### config.mk
export PLATFORM = sky130hd
export DESIGN_NAME = sr_latch_driver
export DESIGN_NICKNAME = d
export VERILOG_FILES = /design/src/rtl/sr_drv_pkg.sv /design/src/rtl/sr_drv_timer.sv /design/src/rtl/sr_latch_driver.sv
export SDC_FILE = /design/constraint.sdc
export NUM_CORES = 1
export LEC_CHECK = 0
export CORE_AREA = 2 2 39 41
export CTS_CLUSTER_SIZE = 30
export DETAILED_ROUTE_END_ITERATION = 10
export DIE_AREA = 0 0 41 43
export PLACE_DENSITY = 0.65
export SLEW_MARGIN = 30
export SYNTH_ARGS = -nofsm -noshare
export SYNTH_HDL_FRONTEND = slang
export SYNTH_HIERARCHICAL = 1
export SYNTH_SLANG_ARGS = --single-unit
### constraint.sdc
create_clock -name clk -period 2.6 [get_ports clk]
set_input_delay 0.78 -clock clk [delete_from_list [all_inputs] [get_ports clk]]
set_output_delay 0.78 -clock clk [all_outputs]
set_load 0.01 [all_outputs]
### src/rtl/sr_drv_pkg.sv
// Shared encodings for the set/reset latch driver.
// SR_LATCH_DRIVER_ACTIVE_LOW_EN selects active-low S/R drive for NAND-form latches.
package sr_drv_pkg;

   typedef enum logic [1:0] {
      IDLE  = 2'b00,
      PULSE = 2'b01,
      GAP   = 2'b10
   } state_t;

   localparam logic CMD_SET   = 1'b1;
   localparam logic CMD_RESET = 1'b0;

`ifdef SR_LATCH_DRIVER_ACTIVE_LOW_EN
   localparam logic DRV_ON  = 1'b0;
   localparam logic DRV_OFF = 1'b1;
`else
   localparam logic DRV_ON  = 1'b1;
   localparam logic DRV_OFF = 1'b0;
`endif

endpackage

### src/rtl/sr_drv_timer.sv
// Loadable down-counter that parks at zero; zero flag is combinational from the count.
module sr_drv_timer #(
   parameter int CW = 3
) (
   input  logic          clk,
   input  logic          rst_n,
   input  logic          load,
   input  logic [CW-1:0] load_val,
   input  logic          dec,
   output logic          zero
);

   logic [CW-1:0] cnt;

   always_ff @(posedge clk or negedge rst_n) begin
      if (!rst_n)
         cnt <= '0;
      else if (load)
         cnt <= load_val;
      else if (dec && cnt != '0)
         cnt <= cnt - 1'b1;
   end

   assign zero = (cnt == '0);

endmodule

### src/rtl/sr_latch_driver.sv
// Handshaked set/reset command driver producing registered, exclusive S/R pulses with dead time.
// Output polarity follows SR_LATCH_DRIVER_ACTIVE_LOW_EN (see sr_drv_pkg).
module sr_latch_driver
   import sr_drv_pkg::*;
#(
   parameter int PULSE_W = 4,
   parameter int GAP_W   = 2
) (
   input  logic clk,
   input  logic rst_n,
   input  logic req,
   input  logic cmd,
   output logic ready,
   output logic s_out,
   output logic r_out,
   output logic done,
   output logic q_shadow
);

   localparam int MAX_W = (PULSE_W > GAP_W) ? PULSE_W : GAP_W;
   localparam int CW    = $clog2(MAX_W + 1);

   state_t        state;
   logic          cmd_q;
   logic          accept;
   logic          t_zero;
   logic          t_load;
   logic [CW-1:0] t_val;

   assign accept = (state == IDLE) && req && ready;
   assign t_load = accept || ((state == PULSE) && t_zero);
   assign t_val  = (state == IDLE) ? CW'(PULSE_W - 1) : CW'(GAP_W - 1);

   sr_drv_timer #(.CW(CW)) u_timer (
      .clk      (clk),
      .rst_n    (rst_n),
      .load     (t_load),
      .load_val (t_val),
      .dec      (state != IDLE),
      .zero     (t_zero)
   );

   // Drive flops are set on acceptance so the pulse starts the cycle after the accepting edge.
   always_ff @(posedge clk or negedge rst_n) begin
      if (!rst_n) begin
         state    <= IDLE;
         cmd_q    <= CMD_RESET;
         ready    <= 1'b1;
         done     <= 1'b0;
         q_shadow <= 1'b0;
         s_out    <= DRV_OFF;
         r_out    <= DRV_OFF;
      end else begin
         done <= 1'b0;
         case (state)
            IDLE: begin
               if (accept) begin
                  cmd_q <= cmd;
                  ready <= 1'b0;
                  state <= PULSE;
                  s_out <= (cmd == CMD_SET)   ? DRV_ON : DRV_OFF;
                  r_out <= (cmd == CMD_RESET) ? DRV_ON : DRV_OFF;
               end
            end
            PULSE: begin
               if (t_zero) begin
                  state    <= GAP;
                  s_out    <= DRV_OFF;
                  r_out    <= DRV_OFF;
                  q_shadow <= cmd_q;
               end
            end
            GAP: begin
               if (t_zero) begin
                  state <= IDLE;
                  ready <= 1'b1;
                  done  <= 1'b1;
               end
            end
            default: begin
               state <= IDLE;
               ready <= 1'b1;
               s_out <= DRV_OFF;
               r_out <= DRV_OFF;
            end
         endcase
      end
   end

endmodule
; Word-level counts from Yosys, hierarchy flattened
; Cells that the tools add are included.
[totals]
ff_bits = 11
input_bits = 4
out_inout_bits = 5
wordCells = 50
[classes]
add_sub_neg = 1
n_eq_ne = 5
mux = 19
bitwise = 2
reduce_logical = 15
[op_table]
columns = cell, count
row1 = 1-bit two-way mux, 9
row2 = 1-bit one-hot mux with 3 select lines, 3
row3 = 3-bit AND reduction, 3
row4 = 2-bit two-way mux, 4
row5 = 3-bit two-way mux, 2
row6 = 2-bit inequality test (second input constant), 3
row7 = 2-bit one-hot mux with 3 select lines, 1
row8 = 1-bit logical AND, 4
row9 = 2-bit AND reduction, 2
row10 = 2-bit nonzero test, 2
row11 = 3-bit logical NOT, 1
row12 = 3-bit nonzero test, 1
row13 = 3-bit by 1-bit subtractor with 3-bit output (second input constant), 1
row14 = 2-bit by 1-bit equality test with 1-bit output (second input constant), 1
row15 = 2-bit equality test (second input constant), 1
row16 = 2-bit logical NOT, 1
row17 = 1-bit inverter, 2
row18 = 1-bit logical OR, 1

; Logic depth before layout (Yosys ltp)
[logic_depth]
depth_word = 5
ltp_mapped = 7
depth_no_buf = 7

; Cells and area by module
; Netlist, hierarchy kept.
[by_module_without_submodules]
columns = mod, instances, cells_each, area_each_um2, seq_area_each_um2
row1 = sr_latch_driver, 1, 34, 367.9, 201.4
row2 = sr_drv_timer, 1, 19, 190.2, 75.1

; Least setup slack after synthesis
; OpenSTA, ideal clock, no wires.
[synth_timing]
kind = input to register
startpoint = in req
endpoint = reg u_timer.cnt[1]
setup_ns = 0.104
arrival_time_ns = 1.721
required_ns = 2.496
slack_ns = 0.775
stages = 5
path_buffers = 1
cell_sequence = nand4bb_1 buf_6 nand2_1 or4b_1 o311ai_1
[synth_between]
elab_chain_len = 4
elab_cells_between_ends = 5
classes_between = 1 x mux / 4 x reduce/logical
[synth_rtl]
columns = element, line
row1 = from (decl), sr_latch_driver.sv:11  ; input logic req,
row2 = 1-bit logical AND * (2 in series), sr_latch_driver.sv:30  ; assign accept = (state == IDLE) && req && ready;
row3 = 1-bit logical OR *, sr_latch_driver.sv:31  ; assign t_load = accept || ((state == PULSE) && t_zero);
row4 = named net t_load, sr_latch_driver.sv:27  ; logic t_load;
row5 = 3-bit two-way mux / 2-bit nonzero test (equally long branches), n/a
row6 = to (signal assigned), sr_drv_timer.sv:19  ; cnt <= load_val;
row7 = to (signal assigned), sr_drv_timer.sv:21  ; cnt <= cnt - 1'b1;
row8 = to (decl), sr_drv_timer.sv:13  ; logic [CW-1:0] cnt;
; Mark *: on every way through the listed nets, which the timed path passes. The rest lies on a longest branch.
; A chain may end at the register's enable or synchronous reset.

; Worst setup path after layout
[layout_timing]
startpoint = reg ready
endpoint = out ready
[layout_lines]
columns = element, line
row1 = from (decl), sr_latch_driver.sv:13  ; output logic ready,
row2 = from (signal assigned), sr_latch_driver.sv:48  ; ready <= 1'b1;
row3 = from (signal assigned), sr_latch_driver.sv:59  ; ready <= 1'b0;
row4 = from (signal assigned), sr_latch_driver.sv:76  ; ready <= 1'b1;
; No word-level cell between the ends.

==> results.md <==
* Path class of the lowest-slack min-delay path: register to register
* Area inside the core boundary at 1380 um^2
* HPWL after detailed placement at 778 um
* Synthesized netlist cell count at 53
* Number of buffer and inverter stages on the critical path at 1
* Number of storage elements in the synthesis netlist at 11
* Buffer levels on the longest clock path at 2
* Worst Reg2Reg Path Length in Cells at 7
* Final period demand of the worst path at 2.11 ns
* Filler cell count in the final layout at 138
* Reg-to-Reg End: u_timer/cnt[1]$_DFFE_PN0P_
* Leakage power summed over all cells at 0.000307 uW
* Sum Neg Setup Slack at 0 ns
* CP Capture Point: ready
* Count of final hold-check violations at 0
* First-iteration detailed-routing DRC count at 7
* Number of I/O port buffers at 8
* Area of placed instances at 654 um^2
* Post-route antenna net violation count at 0
* Total gr overflow at 0
* Part of the Yosys area used for sequential elements at 49.6%
* Ratio of final minimum period to clock period at 81.3%
* Post-synthesis average cell area at 10.5 um^2
* DRC violation count after routing at 0
* Distinct cell type count of the synthesized netlist at 25
* Io pins at 9
* Cell Area, Synth at 558 um^2
* Total of max-cap violations at 0
* Number of instances in the placed design at 77
* Setup violations, final at 0
* CP Launch Type: register
* Die area at 1760 um^2
* Cell chosen for the clock root: sky130_fd_sc_hd__clkbuf_4
* Area occupied by multi-input gates at 244 um^2
* H-tree depth reported by CTS at 1
* Number of gates resized after CTS at 0
* Power Density at 1050 nW/um^2
* Die Height at 43 um
* Largest voltage drop on the vdd net at 0.000383 V
* Longest individual stage delay on the worst path at 0.54 ns
* Max Slew Vio Count at 0
* Weighted congestion at the end of routability-driven global placement at 0.703
* Hold_buf cts at 0
* TritonCTS clock tree: built
* Clock transition at the registers of the reported paths at 0.07 ns
* Number of iterations in the first detailed-routing pass at 4
* Setup clock skew after layout at 0.00553 ns
* Via total after detailed routing at 438
* Insertion delay of the later-clocked pin in the worst-skew pair at 0.27 ns
* Post-route design area at 681 um^2
* Number of antenna violations at the first check in global routing at 0
* First-pass GRT wire length at 1.77 mm
* Critical path, cell by cell: clkdlybuf4s50_1
* Via density per instance at 5.41
* Post-CTS setup repair buffer count at 0
* Vias in the first global route at 417
* Cell class contributing the biggest share of worst-path delay: flip-flops
* Origin of the critical flop-to-flop path: u_timer/cnt[0]$_DFFE_PN0P_
* Number of buffers inserted during clock tree synthesis at 3
* Maximum fanout along the worst path at 3
* Total detailed-routing wirelength at 1.03 mm
* Starting density of the core at 40.3%
* Type of the setup path with the least slack: register to output pin
* Path length in cells of the critical path at 1
* Die width at 41 um
* Number of nets in the finished design at 72
* Synth warnings at 6
* TritonCTS sink count at 11
* Tightest Pin Transition at 0.508 ns
* Outcome: completed
* Start point of the critical path: ready$_DFFE_PN1P_
* Highest clock rate at 473 MHz
* Worst Hold Launch: cmd_q$_DFFE_PN0P_
* Avg WL per Cell at 12.7 um
* Worst slew margin at 66.0%
* Signal arrival time at the worst endpoint at 1.33 ns
* Combined flip-flop and latch cell area at 277 um^2
* Proportion of layout cells with a drive suffix above 1 at 15.4%
* Placement row count at 14
* Cell at the slowest stage of the critical path: sky130_fd_sc_hd__dfstp_2
* Pin count of the biggest net entering global routing at 12
* WP data required at 1.82 ns
* Critical path endpoint category: output pin
* Number of inserted diodes at 0
* Net count after synthesis at 59
* Register-to-register setup slack at 0.56 ns
* All-layer global routing usage at 15.0%
* Area grow syn2layout at 22.0%
* RSZ-0062 raised after global routing: no
* Count of non-filler cells in the finished layout at 81
cell usage in the layout (no fill, tap or decap):
cell type / count
sky130_fd_sc_hd__buf_4: 1
sky130_fd_sc_hd__or2_2: 1
sky130_fd_sc_hd__nand2b_1: 1
sky130_fd_sc_hd__nand3b_1: 1
sky130_fd_sc_hd__nand4bb_1: 1
sky130_fd_sc_hd__clkdlybuf4s50_1: 8
sky130_fd_sc_hd__dfstp_2: 1
sky130_fd_sc_hd__clkbuf_1: 1
sky130_fd_sc_hd__and3_1: 1
sky130_fd_sc_hd__or4b_1: 3
sky130_fd_sc_hd__o311ai_1: 2
sky130_fd_sc_hd__clkbuf_4: 3
sky130_fd_sc_hd__o31ai_1: 1
sky130_fd_sc_hd__o21ai_1: 2
sky130_fd_sc_hd__inv_2: 1
sky130_fd_sc_hd__nor2b_1: 1
sky130_fd_sc_hd__ha_1: 2
sky130_fd_sc_hd__a21oi_1: 1
sky130_fd_sc_hd__nand2_1: 7
sky130_fd_sc_hd__dfrtp_1: 10
sky130_fd_sc_hd__mux2_4: 1
sky130_fd_sc_hd__nor2_1: 2
sky130_fd_sc_hd__a2bb2oi_1: 1
sky130_fd_sc_hd__inv_1: 6
sky130_fd_sc_hd__o31ai_2: 1
sky130_fd_sc_hd__conb_1: 2
sky130_fd_sc_hd__o211ai_1: 2
sky130_fd_sc_hd__o211ai_2: 1
state kept, by name, indices dropped and copies added (netlist names):
signal,count
r_out,1
state,2
cmd_q,1
ready,1
q_shadow,1
u_timer/cnt,3
s_out,1
done,1
worst reg2reg max path: cells and delay by family (launching register included):
family | cells | cell delay [ns]
buffers and inverters | 1 | 0.05
AO/OA/AOI/OAI | 1 | 0.09
AND/OR/NAND/NOR | 3 | 0.96
flip-flops | 1 | 0.36
adder cells (fa/ha/maj) | 2 | 0.49
stage by stage:
step                hold slack, ns  worst slack [ns]  util, %  power [uW]
detailed placement           0.480             0.337     47.3         610
floorplan                    0.455             0.775        -         500
global route                 0.526             0.380     49.2         779
finish                       0.489             0.486     49.2         717
global placement             0.476             0.368     47.3         595
CTS                          0.496             0.481     49.2         726
routing by layer:
metal  global-route usage, %  vias to the layer above  part of all wire [%]
met1                    22.3                      213                    45
met5                       0                        -                     0
met2                    19.7                       13                    48
li1                        -                      208                     -
met4                    8.00                        0                   1.9
met3                    3.14                        4                   4.4
area by class of cell:
cell class,count,area share (%)
multi-input combinational,34,35.8
sequential,11,40.6
timing repair buffer,9,12.9
tap,16,2.94
clock buffer,4,3.86
inverter,7,3.86
kinds of logic (layout without fill, tap and decap cells):
| family | after synthesis | after routing | share of synthesized area [%] |
|---|---|---|---|
| compound gates | 11 | 11 | 15.9 |
| fa+ha+maj | 2 | 2 | 4.48 |
| buf+inv | 8 | 20 | 6.73 |
| other cells | 2 | 2 | 1.35 |
| mux | 1 | 1 | 2.69 |
| flops | 11 | 11 | 49.6 |
| simple gates | 18 | 18 | 19.3 |
synth_stat cells:
| library cell | count | area [um^2] |
|---|---|---|
| sky130_fd_sc_hd__dfstp_2 | 1 | 26.3 |
| sky130_fd_sc_hd__o211ai_2 | 1 | 12.5 |
| sky130_fd_sc_hd__ha_1 | 2 | 25.0 |
| sky130_fd_sc_hd__o21ai_1 | 2 | 10.0 |
| sky130_fd_sc_hd__conb_1 | 2 | 7.51 |
| sky130_fd_sc_hd__nor2_1 | 2 | 7.51 |
| sky130_fd_sc_hd__dfrtp_1 | 10 | 250 |
| sky130_fd_sc_hd__inv_2 | 1 | 3.75 |
| sky130_fd_sc_hd__or4b_1 | 3 | 30.0 |
| sky130_fd_sc_hd__a21oi_1 | 1 | 5.00 |
| sky130_fd_sc_hd__o31ai_1 | 1 | 7.51 |
| sky130_fd_sc_hd__mux2_4 | 1 | 15.0 |
| sky130_fd_sc_hd__nand4bb_1 | 1 | 11.3 |
| sky130_fd_sc_hd__nor2b_1 | 1 | 6.26 |
| sky130_fd_sc_hd__o211ai_1 | 2 | 15.0 |
| sky130_fd_sc_hd__inv_1 | 6 | 22.5 |
| sky130_fd_sc_hd__a2bb2oi_1 | 1 | 8.76 |
| sky130_fd_sc_hd__and3_1 | 1 | 6.26 |
| sky130_fd_sc_hd__nand2_1 | 7 | 26.3 |
| sky130_fd_sc_hd__nand3b_1 | 1 | 7.51 |
| sky130_fd_sc_hd__buf_6 | 1 | 11.3 |
| sky130_fd_sc_hd__o311ai_1 | 2 | 17.5 |
| sky130_fd_sc_hd__or2_2 | 1 | 6.26 |
| sky130_fd_sc_hd__nand2b_1 | 1 | 6.26 |
| sky130_fd_sc_hd__o31ai_2 | 1 | 12.5 |
worst min-delay path by stage:
stage                        endpoint  slack [ns]  cells after the start
finish              cmd_q$_DFFE_PN0P_        0.49                      2
global route        cmd_q$_DFFE_PN0P_        0.53                      2
CTS                 cmd_q$_DFFE_PN0P_        0.50                      2
detailed placement  cmd_q$_DFFE_PN0P_        0.48                      2
global placement    cmd_q$_DFFE_PN0P_        0.48                      2
floorplan           cmd_q$_DFFE_PN0P_        0.45                      2
report_power, final:
| part | switching, uW | internal (uW) |
|---|---|---|
| logic | 159 | 160 |
| registers | 45.0 | 238 |
| clock network | 56.5 | 59.3 |
| total | 260 | 457 |
(Power assumes the default switching activity.)
